## src/rtl/rr_decode_arbiter.sv

```systemverilog
// Round-robin arbiter for up to 16 requesters with index and one-hot grant outputs.
// Optional forced release after MAX_HOLD grant cycles is enabled by defining ARB_TIMEOUT_EN.
module rr_decode_arbiter #(
    parameter int N_REQ    = 16,
    parameter int IDX_W    = 4,
    parameter int MAX_HOLD = 8
) (
    input  logic              clk,
    input  logic              rst_n,
    input  logic [N_REQ-1:0]  req,
    input  logic              done,
    output logic              grant_valid,
    output logic [IDX_W-1:0]  grant_idx,
    output logic [N_REQ-1:0]  grant_onehot,
    output logic [7:0]        grant_cnt,
    output logic              timeout
);

    typedef enum logic {
        IDLE,
        OWN
    } state_t;

    state_t            state;
    logic [IDX_W-1:0]  ptr;
    logic [IDX_W-1:0]  next_ptr;
    logic [IDX_W-1:0]  pick_idx;
    logic [IDX_W-1:0]  scan_pos;
    logic [N_REQ-1:0]  pick_onehot;
    logic              pick_valid;
    logic              hold_expired;

    if (N_REQ < 2 || N_REQ > 16 || (1 << IDX_W) < N_REQ || MAX_HOLD < 2) begin : g_bad_param
        $error("rr_decode_arbiter: illegal parameter combination");
    end

    // Scan from ptr downward in priority so the lowest offset from ptr wins.
    always_comb begin
        pick_idx   = '0;
        scan_pos   = '0;
        pick_valid = |req;
        for (int off = N_REQ - 1; off >= 0; off--) begin
            scan_pos = IDX_W'((int'(ptr) + off) % N_REQ);
            if (req[scan_pos]) begin
                pick_idx = scan_pos;
            end
        end
    end

    assign pick_onehot = {{(N_REQ-1){1'b0}}, 1'b1} << pick_idx;
    assign next_ptr    = (grant_idx == IDX_W'(N_REQ - 1)) ? '0 : grant_idx + IDX_W'(1);

`ifdef ARB_TIMEOUT_EN
    localparam int HOLD_W = (MAX_HOLD > 2) ? $clog2(MAX_HOLD) : 1;

    logic [HOLD_W-1:0] hold_cnt;

    assign hold_expired = (hold_cnt == HOLD_W'(MAX_HOLD - 1));

    // hold_cnt is zero on the first grant cycle; timeout only fires when done did not.
    always_ff @(posedge clk or negedge rst_n) begin
        if (!rst_n) begin
            hold_cnt <= '0;
            timeout  <= 1'b0;
        end else begin
            timeout <= (state == OWN) && !done && hold_expired;
            if (state == OWN) begin
                hold_cnt <= hold_cnt + HOLD_W'(1);
            end else begin
                hold_cnt <= '0;
            end
        end
    end
`else
    assign hold_expired = 1'b0;
    assign timeout      = 1'b0;
`endif

    always_ff @(posedge clk or negedge rst_n) begin
        if (!rst_n) begin
            state        <= IDLE;
            ptr          <= '0;
            grant_valid  <= 1'b0;
            grant_idx    <= '0;
            grant_onehot <= '0;
            grant_cnt    <= '0;
        end else begin
            case (state)
                IDLE: begin
                    if (pick_valid) begin
                        state        <= OWN;
                        grant_valid  <= 1'b1;
                        grant_idx    <= pick_idx;
                        grant_onehot <= pick_onehot;
                        grant_cnt    <= grant_cnt + 8'd1;
                    end
                end
                OWN: begin
                    if (done || hold_expired) begin
                        state        <= IDLE;
                        grant_valid  <= 1'b0;
                        grant_onehot <= '0;
                        ptr          <= next_ptr;
                    end
                end
                default: begin
                    state <= IDLE;
                end
            endcase
        end
    end

endmodule

```

## config.mk

```make
export PLATFORM = sky130hd
export DESIGN_NAME = rr_decode_arbiter
export DESIGN_NICKNAME = d
export VERILOG_FILES = /design/src/rtl/rr_decode_arbiter.sv
export SDC_FILE = /design/constraint.sdc
export NUM_CORES = 1
export LEC_CHECK = 0
export BUFFER_PORTS_ARGS = -buffer_cell sky130_fd_sc_hd__buf_2
export CAP_MARGIN = 20
export CORE_UTILIZATION = 35
export DETAILED_ROUTE_END_ITERATION = 16
export HOLD_SLACK_MARGIN = 0.03
export PLACE_DENSITY = 0.5
export SETUP_SLACK_MARGIN = 0.02
export SLEW_MARGIN = 15
export SYNTH_ARGS = -nofsm -noshare
export SYNTH_HDL_FRONTEND = slang
export SYNTH_SLANG_ARGS = --single-unit
```

## constraint.sdc

```tcl
create_clock -name clk -period 7.95 [get_ports clk]
set_clock_uncertainty 0.15 [all_clocks]
set_input_delay 1.1925 -clock clk [delete_from_list [all_inputs] [get_ports clk]]
set_output_delay 1.1925 -clock clk [all_outputs]
set_load 0.03 [all_outputs]
```

### Word level (Yosys, flattened, before mapping)

Index checks and enable logic that the tools add are counted.
W data, S select, Z words.

* output and inout port bits: 30
* input port bits: 19
* register bits after elaboration: 34

* $add $sub $neg: 17
* bitwise operators: 1
* reduce and logical (&&, ||, !) cells: 4
* muxes and demuxes: 58
* shift operators: 1
* equal/unequal tests: 3
* $lt $le $gt $ge: 16

Operators by type and width (number)
* $lt A4 B5 Y1 const B: 16
* $mux W4: 17
* $bmux W1 S4: 16
* $add A4 B4 Y4 const B: 8
* $mux W16: 2
* $pmux W16 S2: 1
* $mux W1: 20
* $add A4 B3 Y4 const B: 4
* $reduce_or A16 Y1: 1
* $shl A1 B4 Y16 const A: 1
* $add A4 B1 Y4 const B: 2
* $add A4 B2 Y4 const B: 2
* $add A8 B1 Y8 const B: 1
* $reduce_and A2 Y1: 3
* $eq A4 B4 Y1 const B: 1
* $ne A2 B2 Y1 const B: 2
* $pmux W1 S2: 2
* $not A1 Y1: 1

### Logic depth before layout (Yosys ltp)

* word-level depth: 22
* mapped depth: 16
* gate-level depth less buffers: 11

### Worst setup path after synthesis

OpenSTA, ideal clock, no wires.

* kind: register to register
* start: register ptr[1]
* end: register grant_onehot[4]
* path buffers: 5
* path slack: 3.736 ns
* setup time: 0.121 ns
* period minus slack after synthesis: 4.214 ns
* cell stages (with the launch flop): 16
* arrival: 3.943 ns
* data required time: 7.679 ns
* path through: dfrtp_1 -> buf_4 -> buf_6 -> clkbuf_1 -> inv_1 -> ha_1 -> buf_2 -> buf_2 -> mux4_1 -> mux4_2 -> or2_4 -> a2111oi_4 -> a221o_1 -> a31o_4 -> a21oi_1 -> a22o_1

* cells in the longest elaborated chain, start to end: 22

RTL lines
* start: declaration: line 25 `logic [IDX_W-1:0] ptr;`
* start signal: assignment: line 103 `ptr <= next_ptr;`
* $add A4 B4 Y4: line 43 `scan_pos = IDX_W'((int'(ptr) + off) % N_REQ);`
* $bmux W1 S4: line 44 `if (req[scan_pos]) begin`
* $mux W1 (not written as such): line 44
* $mux W4 (15 in series): line 44
* $mux W4 (*): line 44
* $shl A1 B4 Y16 (*): line 50 `assign pick_onehot = {{(N_REQ-1){1'b0}}, 1'b1} << pick_idx;`
* $mux W16 (*): line 90 `if (pick_valid) begin`
* $pmux W16 S2 (*): line 88 `case (state)`
* end signal: assignment: line 94 `grant_onehot <= pick_onehot;`
* end: declaration: line 14 `output logic [N_REQ-1:0] grant_onehot,`

Mark *: on every way between the ends. The rest lies on a longest branch, timed or not. The select of a mux whose other input is x is not followed.
A chain may end at the register's enable or synchronous reset.

### Worst setup path in the final report

* start: register ptr[0]
* end: register grant_onehot[6]

Same word-level chain as after synthesis.

==> summary.md <==
| Metric | Value |
|---|---|
| Postcts setup bufs | `0` |
| Clock latency on the worst-skew pair | `between 0.2 and 0.3 ns` |
| CTS Buffer Depth | `2` |
| Initial Utilization | `0.360` |
| Worst Slack Setup Final | `3.06 ns` |
| Global-route wire length before repair | `roughly 18000 um` |
| Asr flop ratio synth | `1.00` |
| Port Buffer Count | `between 40 and 50` |
| Routed WL | `about 11000 um` |
| CP required | `7.97 ns` |
| Endpoint type of the worst setup path | `register` |
| Die Y | `108 um` |
| Post-Synth XOR/XNOR Area | `0.0460` |
| Ys flop type | `dfrtp_1` |
| Drc violations | `0` |
| Pre-CTS WS | `just over 3 ns` |
| Largest net degree at the start of global routing | `41` |
| Drt initial violations | `~260` |
| Register area share after synthesis | `0.217` |
| Flops & latches, synth | `34` |
| Final Slew Violations | `0` |
| Row Count | `38` |
| Root Buffer | `clkbuf_8` |
| Post-route setup TNS | `0 ns` |
| CTS tree | `yes` |
| Syn nets | `~430` |
| WHS | `approximately 0.33 ns` |
| I/O pin count | `49` |
| Number of buffers created by CTS | `5` |
| Area grow syn2layout | `10.5%` |
| Placed cells | `577` |
| Final min period | `4.89 ns` |
| Layout cell share with drive strength beyond 1 | `0.285` |
| Clk slew on worst S/H paths | `roughly 0.070 ns` |
| Routability cong. | `approximately 0.87` |
| Syn avg cell area | `9.64 um^2` |
| Post-Layout Cell Count | `~590` |
| N_diodes | `0` |
| Slew headroom | `0.446` |
| Clk sink count | `34` |
| RSZ-0062 raised after global routing | `no` |
| Fin. Hold Viols | `0` |
| H-Tree Depth | `2` |
| DP Wirelength | `8670 um` |
| Syn Std Cell Area | `approximately 3900 um^2` |
| DRT Pass-1 Iters | `5` |
| Critical path class | `reg -> reg` |
| Post-CTS sizing | `0` |
| Total gr overflow | `0` |
| Via-to-Cell Ratio | `about 6` |
| GRT Util Overall | `0.198` |
| DIE WIDTH | `approximately 110 um` |
| Status | `finished, final reports clean` |
| Std-Cell Core Area | `around 11000 um^2` |
| Number of global-route vias before repair | `3185` |
| # setup viols final | `0` |
| Data arrival, critical path | `between 4 and 5 ns` |
| Post-synth EDFFs | `0` |
| Simple-gate portion of the synthesized area | `0.165` |
| # fillers | `roughly 1100` |
| Synthesized instance count | `about 410` |
| Max frequency | `204 MHz` |
| Final worst path period share | `0.615` |
| Largest family of logic cells by synthesized area | `multiplexers` |
| Slew @ Worst Pin | `between 0.8 and 0.9 ns` |
| Synth warn | `0` |
| Compound-cell area share of the yosys netlist | `0.218` |
| # nets final | `~470` |
| Max-Cap Viols | `0` |
| Post-Synth Adder-Cell Area | `0.0288` |
| Vias | `3534` |
| Mux share of post-synthesis cell area | `0.278` |
| DR WL/cell | `between 15 and 20 um` |
| Initial antenna violation count | `0` |
| Hold Path Class | `reg -> reg` |
| Synth cell types | `78` |
| Final ANT Viol Nets | `0` |
| Max FO, Critical Path | `40` |
| Cts hold-fix bufs | `0` |
| Setup crit start kind | `register` |
| Die Area | `11600 um^2` |
[logic make-up after synthesis]
kind of cell	Yosys count
AOI/OAI and AO/OA	111
xor gates and xnor gates	18
adders and majority gates	9
buffers and inverters	36
DFF	34
muxes	66
other	1
and+or+nand+nor	131
[cell type report]
type / count / area [um^2] / share of cell area
multi-input cells: 336 / 2880 / 0.666
flip-flops and latches: 34 / 851 / 0.197
well taps: 140 / 175 / 0.0405
inverters: 15 / 56.3 / 0.0130
clock inverters: 1 / 5.00 / 0.00116
repair buffers: 52 / 273 / 0.0630
clock buffers: 7 / 86.3 / 0.0199
[critical path, cell delays in order (launching register included)]
cell       delay (ns)
dfrtp_1          0.32
buf_4            0.41
clkinv_1         0.34
ha_1             0.79
mux4_2           0.64
mux2i_1          0.26
nor2_1           0.11
nor3_1           0.42
a2111oi_0        0.19
o311a_1          0.38
nor3_1           0.38
nor2_1           0.17
a22o_1           0.22
[synth_stat cells, types with 3 or more instances]
library cell	count	area (um^2)
a22oi_1	7	52.6
buf_2	5	25.0
nor2b_1	11	68.8
mux2i_1	20	200
a22o_1	10	87.6
xor2_1	6	52.6
o21ai_0	11	55.1
inv_1	12	45.0
clkbuf_1	7	26.3
xnor2_2	3	48.8
nand2b_1	8	50.1
nor2_1	40	150
xnor2_1	9	78.8
a21o_1	3	22.5
o22ai_1	6	37.5
and2_1	6	37.5
nor4_1	5	31.3
ha_1	9	113
mux4_2	30	676
buf_6	4	45.0
dfrtp_1	34	851
or2_2	3	18.8
mux2_2	12	135
a311oi_1	3	26.3
buf_4	3	22.5
nand2_1	32	120
o21ai_1	9	45.0
nor3_1	6	30.0
a2111oi_0	6	52.6
nand3_1	9	45.0
a21oi_1	15	75.1
a211oi_1	4	30.0
[state kept, by name (all words and copies together), names as in the netlist]
register and cells:
ptr 4, grant_valid 1, grant_idx 4, state 1, grant_onehot 16, grant_cnt 8
[per-stage QoR]
step / utilization / area (um^2)
floorplan: - / 3920
global placement: 0.389 / 4240
detailed placement: 0.389 / 4240
CTS: 0.397 / 4330
global route: 0.397 / 4330
finish: 0.397 / 4330
[per-layer routing]
metal  vias up  global-route usage  part of all wire
li1       1636                   -                 -
met1      1774               0.306              0.49
met2       112               0.293              0.45
met3        12              0.0230             0.044
met4         0              0.0401             0.018
met5         -                   0                 0
[worst paths after layout]
| check | slack, ns | startpoint | to | cells past startpoint |
|---|---|---|---|---|
| worst max-delay path | 3.06 | ptr[0] | grant_onehot[6] | 12 |
| worst min-delay path | 0.33 | grant_onehot[8] | grant_onehot[8] | 2 |
| worst max register to register | 3.06 | ptr[0] | grant_onehot[6] | 12 |
| worst min register to register | 0.33 | grant_onehot[8] | grant_onehot[8] | 2 |
| max in group asynchronous | 6.34 | rst_n | ptr[1] | 1 |
| min in group asynchronous | 0.82 | rst_n | grant_onehot[9] | 1 |
[layout by cell type (no fill, tap or decap), types with 7 or more instances in the layout]
master / Yosys / layout
nand3_1: 9 / 9
inv_1: 12 / 12
o21ai_0: 11 / 11
mux2_2: 12 / 12
nor2b_1: 11 / 11
ha_1: 9 / 9
a22oi_1: 7 / 7
mux2i_1: 20 / 20
buf_2: 5 / 47
dfrtp_1: 34 / 34
xnor2_1: 9 / 9
nor2_1: 40 / 40
a22o_1: 10 / 10
mux4_2: 30 / 30
nand2b_1: 8 / 8
a21oi_1: 15 / 15
nand2_1: 32 / 32
o21ai_1: 9 / 9
Power is left out: the tool's default activity adds up to more than one toggle a clock period on the data nets, which glitch-free logic cannot reach.
